<file path="config.mk">
export PLATFORM = sky130hd
export DESIGN_NAME = dsp_mac_pipe
export DESIGN_NICKNAME = d
export VERILOG_FILES = /design/src/rtl/dsp_mac_pipe_pkg.sv /design/src/rtl/dsp_mac_pipe_stage.sv /design/src/rtl/dsp_mac_pipe.sv
export SDC_FILE = /design/constraint.sdc
export NUM_CORES = 2
export LEC_CHECK = 0
export CAP_MARGIN = 20
export CORE_MARGIN = 2
export CORE_UTILIZATION = 48
export CTS_BUF_LIST = sky130_fd_sc_hd__clkbuf_8
export CTS_CLUSTER_DIAMETER = 40
export DETAILED_ROUTE_END_ITERATION = 7
export PLACE_DENSITY = 0.72
export RECOVER_POWER = 100
export SLEW_MARGIN = 40
export SYNTH_ARGS = -nofsm -noshare
export SYNTH_HDL_FRONTEND = slang
export SYNTH_HIERARCHICAL = 1
export SYNTH_SLANG_ARGS = --single-unit
</file>
<file path="constraint.sdc">
create_clock -name clk -period 9.6 [get_ports clk]
set_clock_uncertainty 0.1 [all_clocks]
set_input_delay 1.92 -clock clk [delete_from_list [all_inputs] [get_ports clk]]
set_output_delay 1.92 -clock clk [all_outputs]
set_load 0.02 [all_outputs]
</file>
<file path="src/rtl/dsp_mac_pipe_pkg.sv">
// Shared types and constants for the pipelined multiply-accumulate element.
// The multiplier columns of the multi-precision datapath import this package.
package dsp_mac_pipe_pkg;

    typedef enum logic [1:0] {
        MUL     = 2'd0,
        MULADD  = 2'd1,
        PE      = 2'd2,
        ACC_SHR = 2'd3
    } mac_mode_t;

    localparam int DSP_P_W = 48;

endpackage

</file>
<file path="src/rtl/dsp_mac_pipe_stage.sv">
// Pipeline register with a travelling valid bit and synchronous active-low clear.
// The data register only loads on valid, so bubbles do not toggle the payload.
module mac_pipe_stage #(
    parameter int W = 1
) (
    input  logic         clk,
    input  logic         rst_n,
    input  logic         in_valid,
    input  logic [W-1:0] in_data,
    output logic         out_valid,
    output logic [W-1:0] out_data
);

    always_ff @(posedge clk) begin
        if (!rst_n) begin
            out_valid <= 1'b0;
            out_data  <= '0;
        end else begin
            out_valid <= in_valid;
            if (in_valid) begin
                out_data <= in_data;
            end
        end
    end

endmodule

</file>
<file path="src/rtl/dsp_mac_pipe.sv">
// Pipelined unsigned multiply-accumulate element: MUL, MULADD, dual-product PE
// and shifting column accumulation, with a valid bit travelling beside the data.
module dsp_mac_pipe
    import dsp_mac_pipe_pkg::*;
#(
    parameter int A_W = 16,
    parameter int B_W = 16,
    parameter int LAT = 2,
    parameter int SHR = 16
) (
    input  logic               clk,
    input  logic               rst_n,
    input  logic               in_valid,
    input  mac_mode_t          in_mode,
    input  logic               in_first,
    input  logic [A_W-1:0]     in_a,
    input  logic [A_W-1:0]     in_m,
    input  logic [B_W-1:0]     in_b,
    input  logic [B_W-1:0]     in_q,
    input  logic [DSP_P_W-1:0] in_s,
    output logic               out_valid,
    output logic [DSP_P_W-1:0] out_s,
    output logic [SHR-1:0]     out_lo
);

    generate
        if (LAT < 1 || LAT > 4) begin : g_bad_lat
            $error("dsp_mac_pipe: LAT must be in 1..4");
        end
        if (A_W > 27 || B_W > 18) begin : g_bad_width
            $error("dsp_mac_pipe: A_W must be <= 27 and B_W <= 18");
        end
        if (SHR < 1 || SHR > 47) begin : g_bad_shr
            $error("dsp_mac_pipe: SHR must be in 1..47");
        end
    endgenerate

    // LAT=4 adds a second operand register ahead of the product register
    localparam int N_IN = (LAT == 4) ? 2 : ((LAT >= 2) ? 1 : 0);

    typedef struct packed {
        mac_mode_t          mode;
        logic               first;
        logic [A_W-1:0]     a;
        logic [A_W-1:0]     m;
        logic [B_W-1:0]     b;
        logic [B_W-1:0]     q;
        logic [DSP_P_W-1:0] s;
    } opnd_t;

    typedef struct packed {
        mac_mode_t          mode;
        logic               first;
        logic [DSP_P_W-1:0] p_ab;
        logic [DSP_P_W-1:0] p_qm;
        logic [DSP_P_W-1:0] s;
    } prod_t;

    opnd_t opnd_d [N_IN+1];
    logic  opnd_v [N_IN+1];

    assign opnd_v[0] = in_valid;
    assign opnd_d[0] = '{mode: in_mode, first: in_first, a: in_a, m: in_m,
                         b: in_b, q: in_q, s: in_s};

    generate
        for (genvar i = 0; i < N_IN; i++) begin : g_opnd
            mac_pipe_stage #(.W($bits(opnd_t))) u_opnd (
                .clk      (clk),
                .rst_n    (rst_n),
                .in_valid (opnd_v[i]),
                .in_data  (opnd_d[i]),
                .out_valid(opnd_v[i+1]),
                .out_data (opnd_d[i+1])
            );
        end
    endgenerate

    prod_t prod_c;
    prod_t prod_d;
    logic  prod_v;

    always_comb begin
        prod_c.mode  = opnd_d[N_IN].mode;
        prod_c.first = opnd_d[N_IN].first;
        prod_c.p_ab  = DSP_P_W'(opnd_d[N_IN].a) * DSP_P_W'(opnd_d[N_IN].b);
        prod_c.p_qm  = DSP_P_W'(opnd_d[N_IN].q) * DSP_P_W'(opnd_d[N_IN].m);
        prod_c.s     = opnd_d[N_IN].s;
    end

    generate
        if (LAT >= 3) begin : g_prod_reg
            mac_pipe_stage #(.W($bits(prod_t))) u_prod (
                .clk      (clk),
                .rst_n    (rst_n),
                .in_valid (opnd_v[N_IN]),
                .in_data  (prod_c),
                .out_valid(prod_v),
                .out_data (prod_d)
            );
        end else begin : g_prod_comb
            assign prod_v = opnd_v[N_IN];
            assign prod_d = prod_c;
        end
    endgenerate

    logic [DSP_P_W-1:0] acc;
    logic [DSP_P_W-1:0] addend;
    logic [DSP_P_W-1:0] qm_term;
    logic [DSP_P_W-1:0] r;

    // acc feedback stays inside the final stage so ACC_SHR streams at full rate
    always_comb begin
        addend  = prod_d.s;
        qm_term = '0;
        case (prod_d.mode)
            MUL: addend = '0;
            PE:  qm_term = prod_d.p_qm;
            ACC_SHR: begin
                qm_term = prod_d.p_qm;
                if (!prod_d.first) begin
                    addend = acc >> SHR;
                end
            end
            default: ;
        endcase
        r = prod_d.p_ab + qm_term + addend;
    end

    always_ff @(posedge clk) begin
        if (!rst_n) begin
            out_valid <= 1'b0;
            out_s     <= '0;
            acc       <= '0;
        end else begin
            out_valid <= prod_v;
            if (prod_v) begin
                out_s <= r;
                if (prod_d.mode == ACC_SHR) begin
                    acc <= r;
                end
            end
        end
    end

    assign out_lo = out_s[SHR-1:0];

endmodule

</file>
Word-level counts from Yosys, hierarchy flattened

Cells that the tools add are included.

Register bits: 213
Output and inout port bits: 65

Add/sub/neg operators: 2
Multipliers: 2
Equality and inequality tests: 2
Muxes and demuxes: 3
Reductions and logical operators: 3

Operators by type and width:

| kind                                       | count |
|---|---|
| case mux 48 bit (2 select lines)           | 1 |
| multiplier 16 x 16 -> 32 bit               | 2 |
| adder 32 x 48 -> 48 bit                    | 1 |
| adder 48 bit                               | 1 |
| 2-to-1 mux 48 bit                          | 1 |
| 2-to-1 mux 32 bit                          | 1 |
| equality test 2 bit, second input constant | 2 |
| logical NOT 2 bit                          | 1 |
| AND reduction 2 bit                        | 1 |
| OR reduction 2 bit                         | 1 |

Depth between registers and ports, before layout

Depth in word-level cells: 5
Depth in mapped cells: 39

Modules after synthesis

Netlist, hierarchy kept.

By module, submodules not included:

| module         | instances | cells an instance | area each (um2) | sequential area each (um2) |
|---|---|---|---|---|
| dsp_mac_pipe   | 1         | 2639              | 22910.7         | 1621.6 |
| mac_pipe_stage | 1         | 372               | 4361.7          | 2322.2 |

Worst setup path before layout

OpenSTA, ideal clock, no wires.

Path type: reg2reg
Start point: register g_opnd[0].u_opnd.out_data[81]
End point: register out_s[44]
Setup time: 120 ps
Data arrival time: 9673 ps
Data required time: 9380 ps
Setup slack: -293 ps
Cell stages (with the launch flop): 36
Period minus slack after synthesis: 9893 ps
Path through: dfxtp_1 > clkbuf_1 > nand2_1 > fa_1 > fa_1 > fa_1 > inv_1 > ha_1 > fa_1 > inv_1 > fa_1 > inv_1 > ha_1 > a21o_1 > or3_1 > o21ai_0 > o21bai_1 > a21oi_1 > xor2_1 > nor2_1 > fa_1 > fa_1 > inv_1 > fa_1 > fa_1 > fa_1 > inv_1 > ha_1 > a21oi_1 > o41ai_1 > a211oi_1 > nor3b_1 > o211ai_1 > nand3_1 > and3_1 > a211o_1

Longest elaborated chain between the ends: 4

RTL lines:

| item                         | RTL line                 | RTL |
|---|---|---|
| from (decl)                  | dsp_mac_pipe_stage.sv:11 | `output logic [W-1:0] out_data` |
| from (signal assigned)       | dsp_mac_pipe_stage.sv:21 | `out_data <= in_data;` |
| multiplier 16 x 16 -> 32 bit | dsp_mac_pipe.sv:87       | `prod_c.p_qm = DSP_P_W'(opnd_d[N_IN].q) * DSP_P_W'(opnd_d[N_IN].m);` |
| 2-to-1 mux 32 bit            | dsp_mac_pipe.sv:116      | `case (prod_d.mode)` |
| adder 32 x 48 -> 48 bit      | dsp_mac_pipe.sv:127      | `r = prod_d.p_ab + qm_term + addend;` |
| adder 48 bit                 | dsp_mac_pipe.sv:127      |  |
| to (signal assigned)         | dsp_mac_pipe.sv:138      | `out_s <= r;` |
| to (decl)                    | dsp_mac_pipe.sv:22       | `output logic [DSP_P_W-1:0] out_s,` |

Every way passes these cells.
A chain may end at the register's enable or synchronous reset.

Worst setup path in the final report

Start point: register g_opnd[0].u_opnd.out_data[85]
End point: register out_s[39]

Same word-level chain as after synthesis.

==> metrics.csv <==
metric,value,unit
status,finished with violations,
failing checks,"capacitance limit, slew limit, setup timing",
"count leader, synth",inv_1,
reg-to-reg startpoint,g_opnd[0].u_opnd/out_data[85],
GP Congestion,0.924,
Max VDD drop,0.126,mV
Synth async-reset ratio,0,%
Total Nets Final,4184,
"Top FF cell, synth",dfxtp_1,
"setup slack, reg-to-reg",-0.29,ns
sequential fraction of the synthesis area,14.5,%
startpoint types,flip-flop,
FP Rows,87,
Power per Cell Area,87.7,nW/um2
Filler cells,4644,
"Clk Latency, worst-skew pair",0.60,ns
final period utilization,103,%
Final Routed Wirelength,76100,um
Crit path arrival time,10.26,ns
Synth Area in Adders,44.1,%
Mapped Avg Cell Area,9.06,um2
DRT iter0 DRCs,1566,
top post-synthesis cells by area,"fa_1, dfxtp_1, ha_1",
largest net degree at the start of global routing,73,
MaxCap Viol Count,3,
pre-CTS WS,-0.730,ns
first-pass GRT wire length,121000,um
total power,2980,uW
Pleak,0.0160,uW
width of the chip,242,um
Final Non-Filler Cells,4145,
CP Launch Point,g_opnd[0].u_opnd/out_data[85],
initial antenna violation count,1,
DR vias,22100,
Clock transition at path regs,0.13,ns
DRC Markers,0,
port bufs,182,
xor/xnor share of the synthesized area,1.57,%
Clock Sinks,197,
synth unique cells,69,
Tot GR Track Use,26.0,%
Mapped Area,27300,um2
Layout area overhead,24.6,%
Worst Setup Path Type,flip-flop to flip-flop,
Longest Clk Path Bufs,2,
post-DP HPWL,58700,um
fmax,101,MHz
Syn Nets,3820,
Worst Path Max Fanout,7,
Worst Tran Pin Value,4.47,ns
fraction of layout instances using a drive strength above 1,18.4,%
Setup TNS,-9.25,ns
H-tree levels,4,
Ports,183,
core area,56300,um2
CP endpoint kind,flip-flop,
Initial Util,48.5,%
die height,242,um
complex-gate fraction of the synthesized area,8.04,%
setup slack after layout,-0.295,ns
DIE AREA,58700,um2
synth warn,6,
Yosys reg bits,197,
final hold vios,0,
largest family of logic cells by synthesized area,adder cells,
reg2reg path depth,39,
RSZ-0062 raised after global routing,true,
Final Critical Period,9.89,ns
multiplexer area fraction after synthesis,4.99,%
final setup vio count,56,
"EDFF count, synth",0,
# hold bufs at CTS,0,
CTS buffer count,17,
slew margin rel.,-198,%
vias in the first global route,22800,
simple-gate share of the synthesized area,16.7,%
HP Class,flip-flop to flip-flop,
CTS Root Cell,clkbuf_8,
DR pass1 iterations,6,
slowest cell on the critical path,fa_1,
cell mode on critical path,fa_1,
synth cell count leaders,"inv_1, fa_1, nand2_1, ha_1, and2_1",
Critical path destination,out_s[39],
CP required,9.97,ns
CTS tree,built,
Placed Instances,4058,
Max Slew Vio Count,187,
gr ovfl total,0,
Via density,5.32,
DR WL/cell,18.4,um
Routed Antenna Nets,0,
R2R Path End,out_s[39],
top-area cell type share of the netlist area,33.1,%
post-synth top area cell,fa_1,
worst hold stages,2,
CP peak stage delay,0.57,ns
gate count of the mapped netlist,3011,
-- registers in the layout, indices dropped and copies added, names as in the netlist --
name / count
out_valid: 1
out_s: 48
g_opnd.u_opnd/out_valid: 1
acc: 32
g_opnd.u_opnd/out_data: 115
-- per-stage QoR --
step / util, % / cell area, um2 / hold WS, ns
after floorplan: - / 27300 / 0.326
after global placement: 55.8 / 31400 / 0.337
after detailed placement: 55.8 / 31400 / 0.343
after CTS: 58.8 / 33100 / 0.357
after global routing: 60.4 / 34000 / 0.376
final: 60.4 / 34000 / 0.353
-- layout by cell type, fill, tap and decap left out, types with 11 or more instances in the layout --
master | synthesis | layout
nor2_1 | 85 | 71
nand2_1 | 390 | 374
inv_2 | 0 | 31
fa_2 | 0 | 11
a22o_1 | 43 | 43
nand3_1 | 21 | 14
o21ai_2 | 0 | 12
xnor2_1 | 26 | 17
o21ai_0 | 53 | 25
a21oi_1 | 73 | 37
inv_1 | 547 | 517
dfxtp_1 | 197 | 172
ha_4 | 0 | 43
dfxtp_2 | 0 | 11
a21oi_2 | 0 | 28
buf_4 | 24 | 266
mux2i_1 | 136 | 136
a21o_1 | 40 | 40
ha_1 | 240 | 192
a211oi_1 | 25 | 16
buf_6 | 5 | 37
o21ai_1 | 3 | 17
o21a_1 | 14 | 14
dfxtp_4 | 0 | 14
nor2b_1 | 120 | 119
dlygate4sd3_1 | 0 | 65
fa_1 | 451 | 440
nand4_1 | 17 | 17
clkbuf_8 | 0 | 17
and2_1 | 218 | 210
clkdlybuf4s50_1 | 0 | 115
xor2_1 | 23 | 16
-- layout make-up --
cell class	count	area (um2)	area share, %
antenna	1	2.50	0.00736
clock buffer	17	234	0.689
clock inverter	15	159	0.468
inverter	548	2060	6.05
multi-input combinational	2113	22200	65.3
sequential	197	4010	11.8
tap	756	946	2.78
timing repair buffer	498	4390	12.9
-- kinds of logic after synthesis --
kind of cell	after synthesis
and+or+nand+nor	917
adders and majority gates	691
muxes	136
buffers and inverters	701
DFF	197
xor gates and xnor gates	49
AOI/OAI and AO/OA	320
-- per-layer routing --
| layer | vias to the layer above | part of all wire [%] | global-route usage [%] |
|---|---|---|---|
| li1 | 10100 | - | - |
| met1 | 11000 | 42 | 34.6 |
| met2 | 819 | 48 | 42.4 |
| met3 | 188 | 7.1 | 5.33 |
| met4 | 2 | 3.6 | 8.86 |
| met5 | - | 0.017 | 0 |
-- worst min-delay path by stage --
stage | start | endpoint | slack, ns
floorplan | acc[18] | acc[18] | 0.33
global placement | acc[18] | acc[18] | 0.34
detailed placement | acc[41] | acc[41] | 0.34
CTS | acc[41] | acc[41] | 0.36
global route | acc[41] | acc[41] | 0.38
finish | out_s[45] | out_s[45] | 0.35
-- power by group --
part | switching [uW] | internal (uW) | total (uW)
combinational | 765 | 685 | 1450
sequential | 78.2 | 859 | 938
clock | 396 | 196 | 592
-- repair_timing --
item | 4_1_cts | 5_1_grt
hold endpoints to repair | 0 | 0
setup endpoints to repair | 65 | 67
resized for setup | 222 | 169
buffers inserted | 36 | 30
pin swaps | 145 | 129
-- worst max-delay path, delay by kind of cell (launching register included) --
kind	cells	cell delay [ns]
buf+inv	10	0.88
flops	1	0.39
compound gates	7	1.27
fa+ha+maj	13	5.37
simple gates	8	1.50
xor+xnor	1	0.22
(Power assumes the default switching activity.)
